## config.mk

```make
export PLATFORM = sky130hd
export DESIGN_NAME = player_motion_ctrl
export DESIGN_NICKNAME = d
export VERILOG_FILES = /design/src/rtl/player_motion_ctrl.sv
export SDC_FILE = /design/constraint.sdc
export NUM_CORES = 1
export LEC_CHECK = 0
export CAP_MARGIN = 20
export CORE_MARGIN = 3
export CORE_UTILIZATION = 35
export DETAILED_ROUTE_END_ITERATION = 8
export HOLD_SLACK_MARGIN = 0.1
export RECOVER_POWER = 50
export SETUP_SLACK_MARGIN = 0.4
export SKIP_LAST_GASP = 1
export SYNTH_ARGS = -nofsm -noshare
export SYNTH_HDL_FRONTEND = slang
export SYNTH_SLANG_ARGS = --single-unit
```

## constraint.sdc

```tcl
create_clock -name clk -period 2.8 [get_ports clk]
set_input_delay 0.28 -clock clk [delete_from_list [all_inputs] [get_ports clk]]
set_output_delay 0.28 -clock clk [all_outputs]
set_load 0.005 [all_outputs]
```

## src/rtl/player_motion_ctrl.sv

```systemverilog
// Player motion controller for one gameplay stage.
// Moves the 20x20 player sprite on a fixed movement tick within the playfield,
// collects the three key pickups and reports the door being reached with all keys.
module player_motion_ctrl #(
  parameter int SCREEN_W = 320,
  parameter int SCREEN_H = 240,
  parameter int SPRITE   = 20,
  parameter int STEP     = 2,
  parameter int TICK_DIV = 1000000,
  parameter int START_X  = 10,
  parameter int START_Y  = 110,
  parameter int KEY0_X   = 80,
  parameter int KEY0_Y   = 40,
  parameter int KEY1_X   = 200,
  parameter int KEY1_Y   = 180,
  parameter int KEY2_X   = 260,
  parameter int KEY2_Y   = 60,
  parameter int DOOR_X   = 290,
  parameter int DOOR_Y   = 110
) (
  input  logic       clk,
  input  logic       rst,
  input  logic       stage_active,
  input  logic       stage_start,
  input  logic       key_w,
  input  logic       key_a,
  input  logic       key_s,
  input  logic       key_d,
  output logic [8:0] player_x,
  output logic [8:0] player_y,
  output logic [2:0] key_taken,
  output logic [1:0] key_find,
  output logic       pass,
  output logic       move_tick
);

  localparam int CW = (TICK_DIV > 1) ? $clog2(TICK_DIV) : 1;
  localparam logic [CW-1:0] TICK_LAST = CW'(TICK_DIV - 1);

  localparam logic [9:0] SPR    = 10'(SPRITE);
  localparam logic [9:0] STEP_W = 10'(STEP);
  localparam logic [9:0] MAX_X  = 10'(SCREEN_W - SPRITE);
  localparam logic [9:0] MAX_Y  = 10'(SCREEN_H - SPRITE);
  localparam logic [8:0] INIT_X = 9'(START_X);
  localparam logic [8:0] INIT_Y = 9'(START_Y);

  typedef enum logic [1:0] {
    IDLE,
    PLAY,
    DONE
  } state_t;

  state_t        state_q, state_d;
  logic [CW-1:0] cnt_q, cnt_d;
  logic [8:0]    x_q, x_d;
  logic [8:0]    y_q, y_d;
  logic [2:0]    taken_q, taken_d;
  logic [1:0]    find_q, find_d;
  logic          pass_q, pass_d;

  logic [9:0]    posX;
  logic [9:0]    posY;
  logic [2:0]    keyHit;
  logic          doorHit;
  logic          tickNow;

  // Strict AABB overlap of two SPRITE-sized squares; touching edges do not count.
  function automatic logic overlap(input logic [9:0] px, input logic [9:0] py,
                                   input logic [9:0] ox, input logic [9:0] oy);
    return (px < ox + SPR) && (ox < px + SPR) && (py < oy + SPR) && (oy < py + SPR);
  endfunction

  // One axis step: the 10-bit intermediate exposes underflow through bit 9 before clamping.
  function automatic logic [8:0] stepAxis(input logic [8:0] pos, input logic inc,
                                          input logic dec, input logic [9:0] maxPos);
    logic [9:0] wide;
    wide = {1'b0, pos};
    if (inc && !dec) begin
      wide = wide + STEP_W;
      if (wide > maxPos) wide = maxPos;
    end else if (dec && !inc) begin
      wide = wide - STEP_W;
      if (wide[9]) wide = '0;
    end
    return wide[8:0];
  endfunction

  assign posX    = {1'b0, x_q};
  assign posY    = {1'b0, y_q};
  assign keyHit[0] = overlap(posX, posY, 10'(KEY0_X), 10'(KEY0_Y));
  assign keyHit[1] = overlap(posX, posY, 10'(KEY1_X), 10'(KEY1_Y));
  assign keyHit[2] = overlap(posX, posY, 10'(KEY2_X), 10'(KEY2_Y));
  assign doorHit   = overlap(posX, posY, 10'(DOOR_X), 10'(DOOR_Y));

  // A tick only counts while the stage is really running and not being restarted.
  assign tickNow = (state_q == PLAY) && stage_active && !stage_start && (cnt_q == TICK_LAST);

  assign player_x  = x_q;
  assign player_y  = y_q;
  assign key_taken = taken_q;
  assign key_find  = find_q;
  assign pass      = pass_q;
  assign move_tick = tickNow;

  // State, counter, position and key registers with asynchronous reset.
  always_ff @(posedge clk or posedge rst) begin
    if (rst) begin
      state_q <= IDLE;
      cnt_q   <= '0;
      x_q     <= INIT_X;
      y_q     <= INIT_Y;
      taken_q <= '0;
      find_q  <= '0;
      pass_q  <= 1'b0;
    end else begin
      state_q <= state_d;
      cnt_q   <= cnt_d;
      x_q     <= x_d;
      y_q     <= y_d;
      taken_q <= taken_d;
      find_q  <= find_d;
      pass_q  <= pass_d;
    end
  end

  // Next-state logic: restart has top priority, then stage drop, then door, then motion/pickups.
  always_comb begin
    state_d = state_q;
    cnt_d   = cnt_q;
    x_d     = x_q;
    y_d     = y_q;
    taken_d = taken_q;
    find_d  = find_q;
    pass_d  = 1'b0;

    if (stage_start) begin
      state_d = PLAY;
      cnt_d   = '0;
      x_d     = INIT_X;
      y_d     = INIT_Y;
      taken_d = '0;
      find_d  = '0;
    end else begin
      case (state_q)
        PLAY: begin
          if (!stage_active) begin
            state_d = IDLE;
            cnt_d   = '0;
          end else if (doorHit && (find_q == 2'd3)) begin
            state_d = DONE;
            cnt_d   = '0;
            pass_d  = 1'b1;
          end else begin
            cnt_d = tickNow ? '0 : cnt_q + CW'(1);
            if (tickNow) begin
              x_d = stepAxis(x_q, key_d, key_a, MAX_X);
              y_d = stepAxis(y_q, key_s, key_w, MAX_Y);
            end
            if (keyHit[0] && !taken_q[0]) begin
              taken_d[0] = 1'b1;
              find_d     = (find_q == 2'd3) ? 2'd3 : find_q + 2'd1;
            end else if (keyHit[1] && !taken_q[1]) begin
              taken_d[1] = 1'b1;
              find_d     = (find_q == 2'd3) ? 2'd3 : find_q + 2'd1;
            end else if (keyHit[2] && !taken_q[2]) begin
              taken_d[2] = 1'b1;
              find_d     = (find_q == 2'd3) ? 2'd3 : find_q + 2'd1;
            end
          end
        end
        default: begin
          cnt_d = '0;
        end
      endcase
    end
  end

endmodule

```

**Word-level counts from Yosys, hierarchy flattened**

Index checks and enable logic that the tools add are counted.

- Equal/unequal tests: 7
- Order comparisons: 18
- Add/subtract/negate cells: 8
- Reduce and logical (&&, ||, !) cells: 47
- Mux-type cells: 48

Operators by type and width:

| cell | number |
|---|---|
| 2-to-1 mux 9 bit | 18 |
| 2-to-1 mux 20 bit | 5 |
| < comparator 9 x 8 -> 1 bit (second input constant) | 3 |
| 2-to-1 mux 2 bit | 13 |
| logical AND 1 bit | 23 |
| adder 20 x 1 -> 20 bit (second input constant) | 1 |
| adder 9 x 2 -> 10 bit (second input constant) | 2 |
| adder 9 x 5 -> 10 bit (second input constant) | 2 |
| == test 20 bit (second input constant) | 1 |
| < comparator 6 x 10 -> 1 bit (first input constant) | 2 |
| < comparator 7 x 10 -> 1 bit (first input constant) | 2 |
| < comparator 8 x 10 -> 1 bit (first input constant) | 2 |
| < comparator 9 x 10 -> 1 bit (first input constant) | 2 |
| subtractor 9 x 2 -> 10 bit (second input constant) | 2 |
| < comparator 9 x 7 -> 1 bit (second input constant) | 2 |
| < comparator 9 bit (second input constant) | 2 |
| AND reduction 5 bit | 3 |
| 2-to-1 mux 3 bit | 4 |
| nonzero test 2 bit | 6 |
| greater-than comparator 10 x 8 -> 1 bit (second input constant) | 1 |
| greater-than comparator 10 x 9 -> 1 bit (second input constant) | 1 |
| < comparator 9 x 6 -> 1 bit (second input constant) | 1 |
| logical NOT 1 bit | 8 |
| 2-to-1 mux 1 bit | 8 |
| 10 further kinds | 14 |

- Output and inout port bits: 25
- Flip-flop bits (word level): 46
- Logic and storage cells: 137

**Logic depth before layout (Yosys ltp)**

- Depth after elaboration: 13
- Depth in mapped cells: 11

**Worst setup path after synthesis**

OpenSTA, ideal clock, no wires.

- Path type: flip-flop to flip-flop
- From: register x_q[1], in the netlist player_x[1]
- To: register x_q[4], in the netlist player_x[4]
- Path slack: 0.073 ns
- Arrival time: 2.645 ns
- Data required time: 2.718 ns
- Cell stages (with the launch flop): 10
- Clock period less this slack: 2.727 ns
- Library setup time: 0.082 ns
- Cells stage by stage: dfstp_2 > inv_1 > ha_1 > nor4bb_1 > a2111oi_0 > nor3_1 > o31ai_4 > nand2_1 > or4b_1 > a31oi_1

- Word-level cells in the longest chain between the ends: 9
- Elaborated cells between the ends (all ways): 21

RTL lines:

| element | RTL line | RTL |
|---|---|---|
| from (decl) | 55 | `logic [8:0] x_q, x_d;` |
| from (signal assigned) | 110 | `x_q <= INIT_X;` |
| from (signal assigned) | 118 | `x_q <= x_d;` |
| adder 9 x 2 -> 10 bit or subtractor 9 x 2 -> 10 bit (tied branches) | 79, 82 |  |
| greater-than comparator 10 x 9 -> 1 bit or 2-to-1 mux 9 bit (tied branches) | 80, 83 |  |
| 2-to-1 mux 9 bit (on tied branches) | 80, 81 |  |
| 2-to-1 mux 9 bit | 78 | `if (inc && !dec) begin` |
| 2-to-1 mux 9 bit | 155 | `if (tickNow) begin` |
| 2-to-1 mux 9 bit | 149 | `end else if (doorHit && (find_q == 2'd3)) begin` |
| 2-to-1 mux 9 bit | 146 | `if (!stage_active) begin` |
| 2-to-1 mux 9 bit | 144 | `case (state_q)` |
| 2-to-1 mux 9 bit | 136 | `if (stage_start) begin` |

Several ways; a longest one is shown, not always the timed one. The select of a mux whose other input is x is not followed.
A chain may end at the register's enable or synchronous reset.

**Worst setup path in the final report**

- From: register x_q[3], in the netlist player_x[3]
- To: register find_q[0], in the netlist key_find[0]

- Word-level cells in the longest chain between the ends: 12
- Elaborated cells between the ends (all ways): 34

RTL lines:

| element | RTL line | RTL |
|---|---|---|
| adder 9 x 5 -> 10 bit | 70 | `return (px < ox + SPR) && (ox < px + SPR) && (py < oy + SPR) && (oy < py + SPR);` |
| < comparator 8 x 10 -> 1 bit | 70 |  |
| logical AND 1 bit (3 in series) | 70 |  |
| logical AND 1 bit | 162 | `end else if (keyHit[1] && !taken_q[1]) begin` |
| 2-to-1 mux 2 bit | 162 |  |
| 2-to-1 mux 2 bit | 159 | `if (keyHit[0] && !taken_q[0]) begin` |
| 2-to-1 mux 2 bit | 149 |  |
| 2-to-1 mux 2 bit | 146 |  |
| 2-to-1 mux 2 bit | 144 |  |
| 2-to-1 mux 2 bit | 136 |  |
| to (signal assigned) | 121 | `find_q <= find_d;` |
| to (decl) | 58 | `logic [1:0] find_q, find_d;` |

Several ways; a longest one is shown, not always the timed one. The select of a mux whose other input is x is not followed.

==> impl_results.md <==
* Status: completed
* Final Hold Viols at 0
* GRT Total Usage at 18.6%
* Slew headroom at 38.3%
* Row count at 37
* FFs w/ async S/R, synth at 100%
* WL final at between 10000 and 15000 um
* GP Congestion at 0.894
* IO Count at 33
* Met3 GRT Util at under 10%
* Drt pass-1 iters at 5
* Sequential share of the synthesized area at between 20% and 30%
* Max Cap Viol at 0
* CTS Buffer Depth at 2
* CTS tree: yes
* R2R cell count at 8
* Leakage at 2.12 nW
* DRC Markers at 0
* Worst Clk Skew at between 0.02 and 0.03 ns
* Initial core utilization at 36.7%
* Peak fanout along the critical path at 7
* Post-synth top area cell: dfrtp_1
* Vias in the first global route at 3820
* Worst stage delay on the critical path at 0.62 ns
* First-pass GRT wire length at approximately 19000 um
* Core area at 10600 sq um
* CP Capture Type: register
* HP Class: in -> async
* Synth Instances at 485
* Post-synth top area share at 23.9%
* Top post-synthesis cells by area: dfrtp_1 (24%), ha_1 (5.8%), nor2_1 (5.4%)
* H-tree levels at 2
* M1 GR Usage at around 26%
* Yosys Warn Count at 0
* Remaining antenna violation count after routing at 0
* Largest net degree at the start of global routing at 35
* M2 GR Usage at 30.3%
* Multi-input combinational cell area at approximately 3000 sq um
* RSZ-0062 raised after global routing: yes
* Worst-path cell chain: ha_4 -> nor2_4 -> or4_4 -> a2111oi_4 -> a2111oi_4 -> a311oi_2 -> mux2i_1 -> nor3_2
* Vias per cell at 5.84
* Setup CP Type: reg -> reg
* Routed WL per cell at 17.5 um
* Most frequent cells in the layout: buf_4 (54), nor2_1 (53), nand2_1 (43), dfrtp_1 (34), o21ai_0 (22)
* Most Crowded Layer GR: met2
* Clk_lat worst skew at 0.32 ns
* Filler cells at 986
* Reg2Reg Setup Slack at between 0.15 and 0.2 ns
* P&R area growth vs syn at 35.7%
* Placed cell count at 647
* Total gr overflow at 0
* Buffers on Ports at 30
* Worst ir drop on vdd at 0.197 mV
* Initial antenna violation count at 0
* Syn_area_per_cell at 8.00 sq um
* Critical Path AT at 2.82 ns
* Final std cells w/o fill at 691
* Fmax at 380 MHz
* Slew Limit Fails at 0
* CTS root buf: clkbuf_8
* Critical Path Slowest Stage Cell: dfstp_1
* Tmin final at 2.63 ns
* Period Utilization, post-route at 94.0%
* Worst path most repeated cell: a2111oi_4
* Primary FF master, synth: dfrtp_1
* Commonest non-fill, non-tap cell in the layout: buf_4
* Reg2reg start: player_x[3]
* Final setup viols at 0
* Cts bufs inserted at 5
* R2R Path End: key_find[0]
* Worst endpoint required time at 2.99 ns
* Share of layout cells above drive strength 1 at 27.2%
* DP HPWL at 8240 um
* NumNets Final at 580
* TNS Setup at 0 ns
* Startpoint types: register
* Die width at 111 um
* Ant. Diodes at 0
* Synthesized flop and latch total at 44
* Sequential cell area at 1120 sq um
* Post-Syn Area at around 3900 sq um
* Worst-Margin Slew at 0.925 ns
* Unique masters post-synth at 76
* Pwr/cell area at ~310 nW/um^2
* Die Ht at approximately 110 um
* DR iter-0 viols at between 300 and 400
* Post-synth EDFFs at 0
* Hold_buf cts at 0
* CTS Sinks at 44
* Via count at 4032
* Clk slew on worst S/H paths at 0.10 ns
* DIE AREA at 12400 sq um
[cells by family (layout without fill, tap and decap cells)]
family | count (synthesis) | after routing | synth area share, %
adder cells (fa/ha/maj) | 18 | 18 | 5.81
other | 1 | 2 | 0.0967
multiplexers | 4 | 4 | 1.06
buffers and inverters | 54 | 123 | 6.42
AO/OA/AOI/OAI | 130 | 130 | 23.7
flip-flops | 44 | 44 | 28.6
AND/OR/NAND/NOR | 206 | 206 | 28.0
XOR/XNOR | 28 | 28 | 6.32
[how the worst max path moves through the flow]
stage | start | to | cells after the start
3_5_place_dp | player_x[3] | player_x[4] | 8
2_1_floorplan | player_y[1] | player_x[1] | 11
6_report | player_x[3] | key_find[0] | 8
4_1_cts | player_x[1] | player_x[4] | 8
3_3_place_gp | player_y[2] | player_y[2] | 8
5_1_grt | player_x[3] | player_x[4] | 9
[synth_stat cells, types with 4 or more instances]
library cell / number
o21ai_0: 27
o31ai_1: 5
o22ai_1: 9
buf_4: 5
nor4_1: 8
a21boi_0: 5
and2_1: 8
a21oi_1: 23
nor2b_1: 9
nand4_1: 11
buf_2: 10
o221ai_1: 4
and3_1: 11
xor2_1: 13
a2111oi_0: 4
xnor2_1: 15
nand2_1: 45
inv_1: 22
nand4b_1: 4
nor2_1: 56
nand3_1: 11
ha_1: 18
a31oi_1: 10
clkbuf_1: 13
nor3_1: 13
dfstp_2: 7
nand2b_1: 7
dfrtp_1: 37
[worst max-delay path: cells and delay by family, from the launching register on]
family                   cells  cell delay [ns]
adder cells (fa/ha/maj)      1             0.21
AO/OA/AOI/OAI                3             0.86
flip-flops                   1             0.62
multiplexers                 1             0.26
AND/OR/NAND/NOR              3             0.56
[metrics by stage]
stage	hold WS, ns	setup slack [ns]	utilization [%]	total power, mW	area (sq um)
after floorplan	0.450	0.285	-	0.924	3970
after global placement	0.475	0.0529	42.3	1.04	4460
after detailed placement	0.475	0.0601	42.3	1.04	4460
after CTS	0.211	0.251	46.5	1.60	4910
after global routing	0.379	0.0910	49.9	1.72	5260
final	0.333	0.169	49.9	1.65	5260
[sequential cells by signal (all words and copies together) (netlist names)]
signal / cells
state_q: 2
cnt_q: 20
player_x: 8
pass: 1
key_find: 2
player_y: 8
key_taken: 3
[area by class of cell]
cell class / instances / share of cell area (%)
Multi-Input combinational cell: 388 / 56.0
Sequential cell: 44 / 21.2
Timing Repair Buffer: 93 / 15.7
Tap cell: 136 / 3.23
Inverter: 22 / 1.71
Clock buffer: 5 / 1.31
Clock inverter: 3 / 0.880
[report_power, final]
part	internal (mW)	switching (mW)
clock network	0.270	0.267
registers	0.649	0.0284
logic	0.183	0.252
total	1.10	0.547
[layer usage]
metal	vias up	wire length [um]
li1	1892	-
met1	1967	5590
met2	156	5670
met3	17	661
met4	0	174
met5	-	0
[what timing repair did]
action / CTS / global route
pin swaps: 17 / 33
buffers inserted: 18 / 15
setup endpoints to repair: 44 / 43
gates resized for setup: 42 / 51
gates cloned: 1 / 2
Note: power is estimated with default switching activity, not from simulation.
